$ cat config.mk
export PLATFORM = sky130hd
export DESIGN_NAME = fsm_lock_param
export DESIGN_NICKNAME = d
export VERILOG_FILES = /design/src/rtl/fsm_lock_param.sv
export SDC_FILE = /design/constraint.sdc
export NUM_CORES = 1
export LEC_CHECK = 0
export ABC_AREA = 1
export BUFFER_PORTS_ARGS = -buffer_cell sky130_fd_sc_hd__buf_2
export CORE_MARGIN = 4
export CORE_UTILIZATION = 34
export DETAILED_ROUTE_END_ITERATION = 16
export PLACE_DENSITY = 0.51
export SETUP_SLACK_MARGIN = 0.05
export SYNTH_ARGS = -nofsm -noshare
export SYNTH_HDL_FRONTEND = slang
export SYNTH_SLANG_ARGS = --single-unit
$ cat constraint.sdc
create_clock -name clk -period 2.3 [get_ports clk]
set_input_delay 0.115 -clock clk [delete_from_list [all_inputs] [get_ports clk]]
set_output_delay 0.115 -clock clk [all_outputs]
set_load 0.02 [all_outputs]
$ cat src/rtl/fsm_lock_param.sv
// rtl/fsm_lock_param.sv - parametrised keypad lock FSM with failure lockout
// Code programming from UNLOCKED is compiled in when FSM_LOCK_PROG_EN is defined.
module fsm_lock_param #(
  parameter int W = 4,
  parameter int N = 4,
  parameter logic [N*W-1:0] DEFAULT_CODE = {4'h4, 4'h3, 4'h2, 4'h1},
  parameter int MAX_FAIL = 3,
  parameter int LOCK_CYCLES = 100,
  parameter int UNLOCK_CYCLES = 50,
  parameter int ENTRY_TIMEOUT = 200
) (
  input  logic                          clk,
  input  logic                          rst,
  input  logic [W-1:0]                  in_pattern,
  input  logic                          in_valid,
`ifdef FSM_LOCK_PROG_EN
  input  logic                          prog,
`endif
  output logic [6:0]                    seg,
  output logic                          green_led,
  output logic                          red_led,
  output logic                          lockout,
  output logic [$clog2(MAX_FAIL+1)-1:0] fail_cnt,
  output logic [3:0]                    state
);

  localparam int FW     = $clog2(MAX_FAIL + 1);
  localparam int T_MAX0 = (LOCK_CYCLES > UNLOCK_CYCLES) ? LOCK_CYCLES : UNLOCK_CYCLES;
  localparam int T_MAX  = (T_MAX0 > ENTRY_TIMEOUT) ? T_MAX0 : ENTRY_TIMEOUT;
  localparam int TW     = $clog2(T_MAX + 1);

  localparam logic [3:0]    LAST_IDX = 4'(N - 1);
  localparam logic [FW-1:0] FAIL_MAX = FW'(MAX_FAIL);
  localparam logic [TW-1:0] UL_LAST  = TW'(UNLOCK_CYCLES - 1);
  localparam logic [TW-1:0] LK_LAST  = TW'(LOCK_CYCLES - 1);
  localparam logic [TW-1:0] TO_LAST  = TW'(ENTRY_TIMEOUT - 1);

  typedef enum logic [3:0] {
    S_IDLE     = 4'd0,
    S_ENTRY    = 4'd1,
    S_UNLOCKED = 4'd2,
    S_FAIL     = 4'd3,
    S_LOCKOUT  = 4'd4,
    S_PROG     = 4'd5
  } state_t;

  state_t          state_q, state_d;
  logic [3:0]      idx_q, idx_d;
  logic            mis_q, mis_d;
  logic [TW-1:0]   tmr_q, tmr_d;
  logic [FW-1:0]   fcnt_q, fcnt_d;
  logic [N*W-1:0]  code_q;
  logic [W-1:0]    exp_digit;
  logic            digit_bad;

`ifdef FSM_LOCK_PROG_EN
  logic [N*W-1:0]  code_d, buf_q, buf_d;
`else
  assign code_q = DEFAULT_CODE;
`endif

  assign exp_digit = code_q[int'(idx_q)*W +: W];
  assign digit_bad = (in_pattern != exp_digit);

  function automatic logic [6:0] hex7(input logic [3:0] v);
    case (v)
      4'h0: hex7 = 7'h3F;  4'h1: hex7 = 7'h06;  4'h2: hex7 = 7'h5B;  4'h3: hex7 = 7'h4F;
      4'h4: hex7 = 7'h66;  4'h5: hex7 = 7'h6D;  4'h6: hex7 = 7'h7D;  4'h7: hex7 = 7'h07;
      4'h8: hex7 = 7'h7F;  4'h9: hex7 = 7'h6F;  4'hA: hex7 = 7'h77;  4'hB: hex7 = 7'h7C;
      4'hC: hex7 = 7'h39;  4'hD: hex7 = 7'h5E;  4'hE: hex7 = 7'h79;  default: hex7 = 7'h71;
    endcase
  endfunction

  always_comb begin
    state_d = state_q;
    idx_d   = idx_q;
    mis_d   = mis_q;
    tmr_d   = tmr_q;
    fcnt_d  = fcnt_q;
`ifdef FSM_LOCK_PROG_EN
    buf_d   = buf_q;
    code_d  = code_q;
`endif
    case (state_q)
      // IDLE always holds idx=0 and a clear flag, so both states share one path
      S_IDLE, S_ENTRY: begin
        if (in_valid) begin
          tmr_d = '0;
          if (idx_q == LAST_IDX) begin
            idx_d = '0;
            mis_d = 1'b0;
            if (mis_q | digit_bad) begin
              state_d = S_FAIL;
              fcnt_d  = (fcnt_q == FAIL_MAX) ? fcnt_q : fcnt_q + 1'b1;
            end else begin
              state_d = S_UNLOCKED;
              fcnt_d  = '0;
            end
          end else begin
            state_d = S_ENTRY;
            idx_d   = idx_q + 4'd1;
            mis_d   = mis_q | digit_bad;
          end
        end else if (state_q == S_ENTRY) begin
          if (tmr_q == TO_LAST) begin
            state_d = S_IDLE;
            idx_d   = '0;
            mis_d   = 1'b0;
            tmr_d   = '0;
          end else begin
            tmr_d = tmr_q + 1'b1;
          end
        end
      end
      S_UNLOCKED: begin
        if (tmr_q == UL_LAST) begin
          state_d = S_IDLE;
          tmr_d   = '0;
        end else begin
          tmr_d = tmr_q + 1'b1;
        end
`ifdef FSM_LOCK_PROG_EN
        if (prog && in_valid) begin
          state_d = S_PROG;
          tmr_d   = '0;
          idx_d   = '0;
        end
`endif
      end
      S_FAIL: begin
        state_d = (fcnt_q == FAIL_MAX) ? S_LOCKOUT : S_IDLE;
        tmr_d   = '0;
      end
      S_LOCKOUT: begin
        if (tmr_q == LK_LAST) begin
          state_d = S_IDLE;
          tmr_d   = '0;
          fcnt_d  = '0;
        end else begin
          tmr_d = tmr_q + 1'b1;
        end
      end
`ifdef FSM_LOCK_PROG_EN
      // digits collect in a shadow buffer so an aborted entry keeps the old code
      S_PROG: begin
        if (in_valid) begin
          tmr_d = '0;
          buf_d[int'(idx_q)*W +: W] = in_pattern;
          if (idx_q == LAST_IDX) begin
            code_d  = buf_d;
            idx_d   = '0;
            state_d = S_IDLE;
          end else begin
            idx_d = idx_q + 4'd1;
          end
        end else if (tmr_q == TO_LAST) begin
          state_d = S_IDLE;
          idx_d   = '0;
          tmr_d   = '0;
        end else begin
          tmr_d = tmr_q + 1'b1;
        end
      end
`endif
      default: begin
        state_d = S_IDLE;
        idx_d   = '0;
        mis_d   = 1'b0;
        tmr_d   = '0;
      end
    endcase
  end

  always_ff @(posedge clk) begin
    if (rst) begin
      state_q <= S_IDLE;
      idx_q   <= '0;
      mis_q   <= 1'b0;
      tmr_q   <= '0;
      fcnt_q  <= '0;
    end else begin
      state_q <= state_d;
      idx_q   <= idx_d;
      mis_q   <= mis_d;
      tmr_q   <= tmr_d;
      fcnt_q  <= fcnt_d;
    end
  end

`ifdef FSM_LOCK_PROG_EN
  always_ff @(posedge clk) begin
    if (rst) begin
      code_q <= DEFAULT_CODE;
      buf_q  <= DEFAULT_CODE;
    end else begin
      code_q <= code_d;
      buf_q  <= buf_d;
    end
  end
`endif

  always_comb begin
    green_led = (state_q == S_UNLOCKED);
    red_led   = (state_q == S_FAIL) || (state_q == S_LOCKOUT);
    lockout   = (state_q == S_LOCKOUT);
    case (state_q)
      S_IDLE, S_ENTRY:    seg = hex7(idx_q);
      S_UNLOCKED:         seg = 7'b0111110;
      S_FAIL, S_LOCKOUT:  seg = 7'b1111001;
      S_PROG:             seg = 7'b1110011;
      default:            seg = 7'b0111111;
    endcase
  end

  assign fail_cnt = fcnt_q;
  assign state    = state_q;

endmodule

# Yosys cells after proc, flatten, opt, wreduce, memory -nomap -nowiden
# Memory sizes are Yosys's and may differ from the RTL's. A register that Yosys moved wholly into a read port is not among the register bits.
# Index checks and enable logic that the tools add are counted.
# totals
memories	1
output_inout_bits	16
word_cells	71
input_bits	7
regBits	19
mem_bits_ro	112
# classes
eq_ne	18
n_mux	32
reduce_logical	9
n_shift	1
bitwise_logic	2
n_addsub	3
# mem_list
memory	words	width	rd	rd_ports_with_merged_regs	write_ports	line	rtl
(name not given)	16	7	1	1	0	66	case (v)
# op_table
cell	count
$mux 4	10
$mux 8	5
$pmux 7 s4	1
$pmux 8 s3	1
$pmux 4 s4	1
$shiftx 16x7->4 const A	1
$eq 4x2->1 const B	3
$mux 2	5
$ne 3x3->1 const B	3
$add 8x1->8 const B	1
$eq 4x3->1 const B	2
$eq 8x6->1 const B	1
$eq 8x7->1 const B	1
$eq 8x8->1 const B	1
$pmux 4 s2	1
$mux 1	5
$reduce_and 5->1	1
$add 4x1->4 const B	1
$eq 4x1->1 const B	1
$logic_not 4->1	1
$ne 2x1->1 const B	2
$ne 2x2->1 const B	2
$ne 4x4->1	1
$pmux 2 s2	1
12 further kinds	13

# Depth between registers and ports, before layout
# depth
depth_word	7
ltp_mapped	15
depth_no_buf	15

# Least setup slack after synthesis
# No wires, ideal clock.
# synth_path
path_kind	reg-to-reg
startpoint	register state_q[1] (netlist: state[1])
endpoint	register with a tool-made name
setup_time_ps	113
stages_incl_launch_ff	13
n_path_buf	0
t_required_ps	2187
synth_period_minus_slack_ps	1975
setup_slack_ps	325
t_arrival_ps	1862
path_cell_list	dfxtp_1 > nor2_1 > nand2_2 > nand2_4 > nor2_8 > nand2_4 > nand2_1 > nand2_1 > nand2_1 > ha_1 > nand3b_1 > nand3_1 > nand2_1
# synth_rtl
element	line	rtl
start, declared	47	state_t state_q, state_d;
start signal, assigned	182	state_q <= state_d;

==> run metrics <==
CP Capture Type flop; Area growth syn-to-layout 13.0%; Clock Skews 0.00314 ns; setup TNS 0 ns; Psw 335 uW; Crit path buffers/inverters 0; clk buf depth 2; Combinational Power Share 26.0%; post-synthesis adder-cell area fraction 7.17%; Crit path max-delay family simple AND/OR/NAND/NOR gates; initial antenna violation count 0; fin crit period 1.97 ns; Vias/cell 4.64; Initial Util 36.0%; Die Y 79.7 um; I/O Buffers 21; drt initial violations 27; Crit path largest cell delay 0.41 ns; multi-input gate area in the final layout 1090 sq um; first-pass GRT wire length 7090 um; CTS resizes 0; number of CTS-inserted buffers 3; routed vias 1,621; io pins 23; Cell variety after synth 29; GR Util All Layers 13.8%; achievable frequency 508 MHz; number of max-cap violations 0; setup bufs post-CTS 0; Final Cycle Share 85.5%; Post-Syn Instances 259; hold_sp rst; Simple-Gate Fraction of Synth Area 45.8%; maximum VDD drop 0.000210 V; Yosys top cell by area dfxtp_1; vias in the first global route 1,608; RSZ-0062 raised after global routing no; Post-Route WL 4090 um; Routed Antenna Nets 0; antenna fix cells 0; insertion delay to the later sink of the worst-skew pair 0.27 ns; hold slack 0.213 ns; maximum fanout along the worst path 7; startpoint type of the worst setup path flop; Final setup violation count 0; Int Pwr 680 uW; post-synth top area share 28.7%; sequential power share 47.7%; Synth area leaders dfxtp_1, nand2_1, nand3_1; DRC viols 0; CTS tree yes; Fillers 552; Sw Share 33.0%; Final #Nets 300; DRT Pass-1 Iters 4; Yosys warnings 0; die width 79.7 um; clk slew on worst S/H paths 0.09 ns; Post-Synth XOR/XNOR Area 1.00%; Clock Power Share 26.4%; grt total ovfl 0; compound-cell area share of the yosys netlist 8.17%; core area 4850 sq um; sequential share of the synthesized area 28.7%; Die ar. 6340 sq um; WL per Instance 11.7 um; data required time of the worst path 2.47 ns; leakage power 0.000967 uW; hpwl dp 3310 um; crit-path cells ha_1 -> nand2_1 -> nor2_1 -> nand2_1 -> nand2_4 -> nand2_4 -> nand2_1 -> nand2_1 -> nand2_2 -> ha_1 -> nand3b_1 -> nand3_1 -> nand2_1; root buffer cell clkbuf_8; layout cells sized above 1 20.6%; HP Class in -> reg; # H-tree levels 1; mux cell area share after synthesis 0%; origin of the critical flop-to-flop path tmr_q[0]; Setup CP Type reg -> reg; Site Rows 25; register area 500 sq um; worst setup path start tmr_q[0]; status complete, no violations; Sink Count 25; synthesized flop and latch total 25; crit path DAT 2.14 ns; largest net degree at the start of global routing 14; cts hold-fix bufs 0; Pins Over Slew Limit 0; Cell Area, Synth 1750 sq um; RePlAce Congestion 0.845; PD cells 514 nW/um^2; Mapped Avg Cell Area 6.74 sq um; most frequent cell on the critical path nand2_1; combinational family with the most area after synthesis simple AND/OR/NAND/NOR gates; slowest CP cell dfxtp_1; Final Hold Viols 0; net count after synthesis 276
## cell families after synthesis
group | count (synthesis)
AOI/OAI and AO/OA | 28
xor gates and xnor gates | 2
adders and majority gates | 10
buffers and inverters | 38
DFF | 25
other | 1
and+or+nand+nor | 155
## final cells by class
| cell class | count | share of cell area [%] |
|---|---|---|
| tap | 67 | 4.25 |
| sequential | 25 | 25.4 |
| clock buffer | 4 | 2.28 |
| multi-input combinational | 196 | 55.3 |
| inverter | 34 | 6.72 |
| timing repair buffer | 23 | 6.09 |
## routing by layer
metal  vias up  track usage [%]  routed length (um)
met5         -                0                   0
met2        10             25.9                2030
met4         0             2.41                  20
met1       735             16.1                1960
li1        874                -                   -
met3         2             2.82                  85
## cells in the mapped netlist, drive strengths merged
| library cell | number |
|---|---|
| nand2 | 76 |
| inv | 34 |
| nor2 | 32 |
| nand3 | 30 |
| dfxtp | 25 |
| o21ai | 15 |
| a21oi | 12 |
| ha | 10 |
| nand4 | 7 |
| buf | 3 |
| nor3 | 3 |
| nand3b | 2 |
| nor4 | 2 |
| or2 | 2 |
| xor2 | 2 |
| a211oi | 1 |
| and3 | 1 |
| clkbuf | 1 |
| conb | 1 |
## cells in the final DEF, fill, tap and decap left out, types with 8 or more instances in the layout
cell type	count
nor2_1	25
dfxtp_1	25
buf_2	21
o21ai_0	11
nand2_2	8
nand2_1	62
ha_1	10
nand3_1	26
inv_1	29
a21oi_1	12
## through the flow
stage	instance area (sq um)	power, uW	cells	util, %	worst slack (ns)
floorplan	1750	691	259	-	0.325
global placement	1930	762	345	39.7	0.303
detailed placement	1930	760	345	39.7	0.254
CTS	1970	1030	349	40.6	0.227
global route	1970	1080	349	40.7	0.110
finish	1970	1010	349	40.7	0.333
## worst paths after layout
check        endpoint  slack (ns)  cells after the start
max              flop        0.33                     13
min             mis_q        0.21                      2
max reg2reg      flop        0.33                     13
min reg2reg     mis_q        0.49                      2
## power groups by stage
stage	combinational [uW]	sequential (uW)	clock, uW
2_1_floorplan	199	491	0
3_3_place_gp	267	494	0
3_5_place_dp	266	494	0
4_1_cts	267	484	282
5_1_grt	299	489	294
6_report	264	484	268
No activity file was read; power rests on OpenSTA's default activity.
